File: src/rtl/shrimp_pkg.sv
// Shared definitions for the shrimp register write-back path.
package shrimp_pkg;

  localparam int REG_ADDR_W = 4;
  localparam int DATA_W     = 16;

  // Writes to this register are discarded; it reads as a constant elsewhere.
  localparam logic [REG_ADDR_W-1:0] ZERO_REG = 4'hF;

  // One buffered load result; live clears when a newer ALU write supersedes it.
  typedef struct packed {
    logic [REG_ADDR_W-1:0] addr;
    logic [DATA_W-1:0]     val;
    logic                  live;
  } wb_entry_t;

  // Which source feeds the register-file write port on the next cycle.
  typedef enum logic [1:0] {
    SRC_NONE   = 2'd0,
    SRC_ALU    = 2'd1,
    SRC_BYPASS = 2'd2,
    SRC_FIFO   = 2'd3
  } wr_src_e;

endpackage

File: src/rtl/shrimp_wb_fifo.sv
// Circular buffer of pending load results with per-address invalidation.
// A killed entry keeps its slot until it reaches the head and is popped.
import shrimp_pkg::*;

module shrimp_wb_fifo #(
  parameter  int DEPTH = 2,
  localparam int PW    = $clog2(DEPTH),
  localparam int CW    = PW + 1
) (
  input  logic                  clock,
  input  logic                  reset,
  input  logic                  push,
  input  wb_entry_t             push_entry,
  input  logic                  pop,
  input  logic                  kill_en,
  input  logic [REG_ADDR_W-1:0] kill_addr,
  output wb_entry_t             head,
  output logic [CW-1:0]         count
);

  wb_entry_t       mem_q [DEPTH];
  wb_entry_t       mem_d [DEPTH];
  logic [PW-1:0]   rd_ptr_q, rd_ptr_d;
  logic [PW-1:0]   wr_ptr_q, wr_ptr_d;
  logic [CW-1:0]   count_q, count_d;

  assign head  = mem_q[rd_ptr_q];
  assign count = count_q;

  // Next storage contents: clear live on address matches, then write the new entry.
  always_comb begin
    mem_d = mem_q;
    for (int i = 0; i < DEPTH; i++) begin
      if (kill_en && (mem_q[i].addr == kill_addr)) begin
        mem_d[i].live = 1'b0;
      end
    end
    if (push) begin
      mem_d[wr_ptr_q] = push_entry;
    end
  end

  // Pointer and occupancy bookkeeping; depth is a power of two so pointers wrap freely.
  always_comb begin
    rd_ptr_d = rd_ptr_q;
    wr_ptr_d = wr_ptr_q;
    if (pop)  rd_ptr_d = rd_ptr_q + PW'(1);
    if (push) wr_ptr_d = wr_ptr_q + PW'(1);
    count_d = count_q + CW'(push) - CW'(pop);
  end

  // State registers.
  always_ff @(posedge clock or posedge reset) begin
    if (reset) begin
      rd_ptr_q <= '0;
      wr_ptr_q <= '0;
      count_q  <= '0;
      for (int i = 0; i < DEPTH; i++) begin
        mem_q[i] <= '0;
      end
    end else begin
      rd_ptr_q <= rd_ptr_d;
      wr_ptr_q <= wr_ptr_d;
      count_q  <= count_d;
      mem_q    <= mem_d;
    end
  end

endmodule

File: src/rtl/shrimp_reg_writer.sv
// Register-file write arbiter: ALU results win every cycle, load results are
// bypassed when possible or buffered in order, and stale buffered loads are
// killed by newer ALU writes to the same register.
import shrimp_pkg::*;

module shrimp_reg_writer #(
  parameter int MEM_FIFO_DEPTH = 2
) (
  input  logic                  clock,
  input  logic                  reset,
  input  logic                  alu_valid,
  input  logic [REG_ADDR_W-1:0] alu_addr,
  input  logic [DATA_W-1:0]     alu_val,
  input  logic                  mem_valid,
  output logic                  mem_ready,
  input  logic [REG_ADDR_W-1:0] mem_addr,
  input  logic [DATA_W-1:0]     mem_val,
  output logic [REG_ADDR_W-1:0] reg_w_addr,
  output logic [DATA_W-1:0]     reg_w_val,
  output logic                  reg_w_enable,
  output logic                  idle
);

  localparam int CW = $clog2(MEM_FIFO_DEPTH) + 1;

  logic [CW-1:0]         fifo_count;
  wb_entry_t             fifo_head;
  wb_entry_t             push_entry;
  logic                  fifo_empty;
  logic                  alu_sel;
  logic                  mem_accept;
  logic                  load_live;
  logic                  push;
  logic                  pop;
  wr_src_e               src;

  logic                  reg_w_enable_q, reg_w_enable_d;
  logic [REG_ADDR_W-1:0] reg_w_addr_q, reg_w_addr_d;
  logic [DATA_W-1:0]     reg_w_val_q, reg_w_val_d;

  assign fifo_empty = (fifo_count == '0);
  assign mem_ready  = (fifo_count < CW'(MEM_FIFO_DEPTH));
  assign alu_sel    = alu_valid && (alu_addr != ZERO_REG);
  assign mem_accept = mem_valid && mem_ready;
  assign load_live  = mem_accept && (mem_addr != ZERO_REG) &&
                      !(alu_sel && (mem_addr == alu_addr));
  assign push_entry = '{addr: mem_addr, val: mem_val, live: 1'b1};

  // Pick this cycle's write source and decide whether the FIFO pushes or pops.
  always_comb begin
    src  = SRC_NONE;
    pop  = 1'b0;
    push = 1'b0;
    if (alu_sel) begin
      src  = SRC_ALU;
      push = load_live;
    end else if (!fifo_empty) begin
      pop  = 1'b1;
      src  = fifo_head.live ? SRC_FIFO : SRC_NONE;
      push = load_live;
    end else if (load_live) begin
      src  = SRC_BYPASS;
    end
  end

  // Next value of the registered write port; address and data hold when idle.
  always_comb begin
    reg_w_enable_d = (src != SRC_NONE);
    reg_w_addr_d   = reg_w_addr_q;
    reg_w_val_d    = reg_w_val_q;
    case (src)
      SRC_ALU: begin
        reg_w_addr_d = alu_addr;
        reg_w_val_d  = alu_val;
      end
      SRC_BYPASS: begin
        reg_w_addr_d = mem_addr;
        reg_w_val_d  = mem_val;
      end
      SRC_FIFO: begin
        reg_w_addr_d = fifo_head.addr;
        reg_w_val_d  = fifo_head.val;
      end
      default: begin
        reg_w_addr_d = reg_w_addr_q;
        reg_w_val_d  = reg_w_val_q;
      end
    endcase
  end

  // Output registers; reset also cancels any write that was about to issue.
  always_ff @(posedge clock or posedge reset) begin
    if (reset) begin
      reg_w_enable_q <= 1'b0;
      reg_w_addr_q   <= '0;
      reg_w_val_q    <= '0;
    end else begin
      reg_w_enable_q <= reg_w_enable_d;
      reg_w_addr_q   <= reg_w_addr_d;
      reg_w_val_q    <= reg_w_val_d;
    end
  end

  shrimp_wb_fifo #(
    .DEPTH (MEM_FIFO_DEPTH)
  ) u_fifo (
    .clock      (clock),
    .reset      (reset),
    .push       (push),
    .push_entry (push_entry),
    .pop        (pop),
    .kill_en    (alu_sel),
    .kill_addr  (alu_addr),
    .head       (fifo_head),
    .count      (fifo_count)
  );

  assign reg_w_enable = reg_w_enable_q;
  assign reg_w_addr   = reg_w_addr_q;
  assign reg_w_val    = reg_w_val_q;
  assign idle         = fifo_empty && !reg_w_enable_q;

endmodule

File: config.mk
export PLATFORM = sky130hd
export DESIGN_NAME = shrimp_reg_writer
export DESIGN_NICKNAME = d
export VERILOG_FILES = /design/src/rtl/shrimp_pkg.sv /design/src/rtl/shrimp_wb_fifo.sv /design/src/rtl/shrimp_reg_writer.sv
export SDC_FILE = /design/constraint.sdc
export NUM_CORES = 1
export LEC_CHECK = 0
export ABC_AREA = 1
export CELL_PAD_IN_SITES_DETAIL_PLACEMENT = 0
export CELL_PAD_IN_SITES_GLOBAL_PLACEMENT = 2
export CORE_UTILIZATION = 30
export CTS_BUF_LIST = sky130_fd_sc_hd__clkbuf_2
export CTS_CLUSTER_SIZE = 12
export DETAILED_ROUTE_END_ITERATION = 10
export PLACE_DENSITY_LB_ADDON = 0.1
export RECOVER_POWER = 100
export SLEW_MARGIN = 20
export SYNTH_ARGS = -nofsm -noshare
export SYNTH_HDL_FRONTEND = slang
export SYNTH_SLANG_ARGS = --single-unit
File: constraint.sdc
create_clock -name clock -period 6.47 [get_ports clock]
set_input_delay 1.6175 -clock clock [delete_from_list [all_inputs] [get_ports clock]]
set_output_delay 1.6175 -clock clock [all_outputs]
set_load 0.005 [all_outputs]
==> flow_summary.ini <==
[global_route]
grtUsageTotal = 0.1822
first_global_vias = 3162
grt_max_degree = 44
grt_first_pass_wirelength_mm = 17.32
antenna_found_initial = 0
grt_overflow = 0

[clock_tree]
clk_latency_ns = 0.54
cts_buffers = 9
holdBufCountCts = 0
clock_path_buffers = 2
htreeDepth = 3
cts.clk_slew.worst_paths_ns = 0.18
post_cts_resized = 0
cts_tree = yes
cts.sinks = 67
root_buffer = clkbuf_2
post_cts_buffers = 0

[detailed_routing]
drtIter0Drc = 125
vias = 3055
wl_per_cell_um = 15.82
wirelength_mm = 10.45
ant_nets = 0
post-route-drc-count = 0
vias_per_cell = 4.622
drt_first_pass_iters = 4

[power]
powerDensity_nw_per_um2 = 413.1
ir_drop_uv = 188.5
power_switching_mw = 0.7774
power_frac_seq = 0.406
internal_power_mw = 1.017
comb_power_share = 0.482
p_leak_nw = 1.995
p_sw_frac = 0.4332
power_mw = 1.795
p_clk_frac = 0.112

[synthesis]
netlist_area_um2 = 3675
synth_fp_nets = 498
synth.top_cells.by_area = dfrtp_1 46%, nand2_1 11%, o21ai_0 5.9%, inv_1 5.2%, a21oi_1 4.4%
yosys_warnings = 0
yosys.area.top_type_share = 0.4562
synth.ff_latch_count = 67
avgSynthCellArea_um2 = 8.130
synth_cells = 452
yosysSeqAreaShare = 0.4562
ys_types = 30
synth.largest_area_cell = dfrtp_1

[layout]
num_antenna_cells = 0
ff_latch_area_um2 = 1677
multiInputGateArea_um2 = 1509
final_nets = 556
fillers = 1292
final_layout_size_suffix_gt1_frac = 0.07393
area_delta_synth_final_pct = 18.22

[floorplanning]
fp-row-count = 40
die_w_um = 112.7
dieArea_um2 = 12700
ioPinCount = 67
coreArea_um2 = 11960
start_util = 0.3072
die_h_um = 112.7

[placement]
dp_slack_ns = 2.293
dpl.hpwl_mm = 6.959
gp_congestion = 0.7476
portBuffers = 66

[hold_path]
hold_path.class = flip-flop to flip-flop
whs_endpoint = u_fifo.mem_q[5]
min_path_cells = 2
worstHoldStart = u_fifo.mem_q[5]

[worst_setup_path]
crit_top_cell = nand2_1
critical_path.max_stage_delay_ns = 0.91
critPathRequiredTime_ns = 6.93
cp_slowest_cell = nor2_1
crit_type = primary input to flip-flop
regToRegSetupSlack_ns = 3.17
path_cells = dlygate4sd3_1 -> nand2_1 -> nor2_4 -> nor2_1 -> nor2_1 -> nand2_1 -> inv_1 -> nor2_1 -> nand2_1 -> nand2_1
crit_family = simple AND/OR/NAND/NOR gates
cp-start-kind = primary input
cp_max_fo = 16
worstSetupEndpointType = flip-flop
worst-path-buf-inv = 2
rr_worst_depth = 8
worstReg2RegEnd = reg_w_val[15]
r2r_start = u_fifo.count[1]
arrival_ns = 4.93

[timing]
slew_headroom = 0.2354
worst_clock_skew_ns = 0.01798
fin_crit_sh = 0.6910
hold_viol = 0
rsz0062_at_grt = false
finalSetupViolations = 0
fin_ws_ns = 1.999
fin_crit_ns = 4.471
tightest_slew_ns = 1.143
final_max_slew_viol_count = 0
tns_ns = 0
max_freq_ghz = 0.2237

[run]
drv_cap = 0

[status]
status = finished, final reports clean
Yosys cell counts:
| library cell | number |
|---|---|
| a21oi_1 | 32 |
| buf_2 | 4 |
| buf_4 | 3 |
| buf_6 | 7 |
| buf_8 | 3 |
| clkbuf_1 | 5 |
| clkbuf_2 | 1 |
| dfrtp_1 | 67 |
| ha_1 | 2 |
| inv_1 | 51 |
| inv_2 | 2 |
| inv_8 | 1 |
| nand2_1 | 112 |
| nand2_2 | 9 |
| nand2_4 | 2 |
| nand3_1 | 21 |
| nand3_2 | 1 |
| nand3_4 | 2 |
| nand4_1 | 8 |
| nor2_1 | 29 |
| nor2_2 | 2 |
| nor2_4 | 4 |
| nor2_8 | 1 |
| o211ai_4 | 1 |
| o21ai_0 | 43 |
| o21ai_1 | 13 |
| o21ai_2 | 16 |
| o22ai_1 | 1 |
| xnor2_1 | 5 |
| xor2_1 | 4 |
cells by family (layout without fill, tap and decap cells):
kind of cell,after synthesis,count (layout),synth area share
AND/OR/NAND/NOR,191,191,0.2411
AO/OA/AOI/OAI,106,106,0.1655
buffers and inverters,77,139,0.1090
flip-flops,67,67,0.4562
XOR/XNOR,9,9,0.02145
adder cells (fa/ha/maj),2,2,0.006809
through the flow:
stage	area (um^2)	instances	hold slack (ns)	utilization
floorplan	3675	452	0.4422	-
global placement	4359	646	0.4548	0.3644
detailed placement	4359	646	0.4609	0.3644
CTS	4433	661	0.4984	0.3706
global route	4344	661	0.5225	0.3632
finish	4344	661	0.4985	0.3632
state kept, by name, summed over array words and instances, names as in the netlist:
name / count
u_fifo.mem_q: 42
reg_w_val: 16
reg_w_addr: 4
u_fifo.count: 2
reg_w_enable: 1
u_fifo.rd_ptr_q: 1
u_fifo.wr_ptr_q: 1
power groups by stage:
stage	logic, mW	clock network (mW)	registers (mW)
final	0.866	0.201	0.728
after global routing	1.00	0.229	0.753
after global placement	0.937	0	0.745
after CTS	0.955	0.215	0.736
after detailed placement	0.949	0	0.746
after floorplan	0.630	0	0.724
worst reg2reg max path, delay by kind of cell (launching register included):
kind | cells | cell delay, ns
buf+inv | 1 | 0.39
simple gates | 7 | 2.42
flops | 1 | 0.41
metal layers:
layer  global-route usage  vias up  share of wire
met3              0.05076        8          0.045
li1                     -     1561              -
met5                    0        -              0
met1               0.2463     1426           0.49
met4              0.04533        0         0.0099
met2               0.2877       60           0.46
layout by cell type, fill, tap and decap left out:
| cell | n |
|---|---|
| nand4_1 | 8 |
| nor2_1 | 33 |
| buf_4 | 4 |
| clkinv_1 | 3 |
| nand3_1 | 21 |
| dfrtp_1 | 67 |
| nand3_4 | 2 |
| inv_2 | 2 |
| clkinvlp_4 | 1 |
| inv_1 | 51 |
| nand2_4 | 2 |
| xnor2_1 | 5 |
| inv_8 | 1 |
| clkbuf_2 | 11 |
| ha_1 | 2 |
| nand3_2 | 1 |
| o21ai_0 | 62 |
| dlygate4sd3_1 | 24 |
| nand2_1 | 117 |
| a21oi_1 | 32 |
| nand2_2 | 4 |
| o211ai_1 | 1 |
| xor2_1 | 4 |
| o21ai_2 | 7 |
| nor2_4 | 3 |
| clkdlybuf4s50_1 | 42 |
| o22ai_1 | 1 |
| o21ai_1 | 3 |
worst max-delay path by stage:
stage	startpoint	to	slack [ns]	cells past startpoint
final	alu_addr[3]	reg_w_val[15]	2.00	10
after CTS	u_fifo.count[1]	idle	2.57	4
after global routing	alu_addr[3]	reg_w_val[14]	1.67	9
after global placement	alu_addr[3]	reg_w_val[15]	2.37	10
after floorplan	reset	reg_w_addr[0]	3.17	1
after detailed placement	alu_addr[3]	reg_w_val[15]	2.29	10
final cells by class:
| type | instances | share of cell area |
|---|---|---|
| timing repair buffer | 70 | 0.1590 |
| tap | 147 | 0.04234 |
| clock buffer | 11 | 0.01267 |
| sequential | 67 | 0.3859 |
| multi-input combinational | 308 | 0.3474 |
| inverter | 54 | 0.04839 |
| clock inverter | 4 | 0.004320 |
No activity file was read; power rests on OpenSTA's default activity.
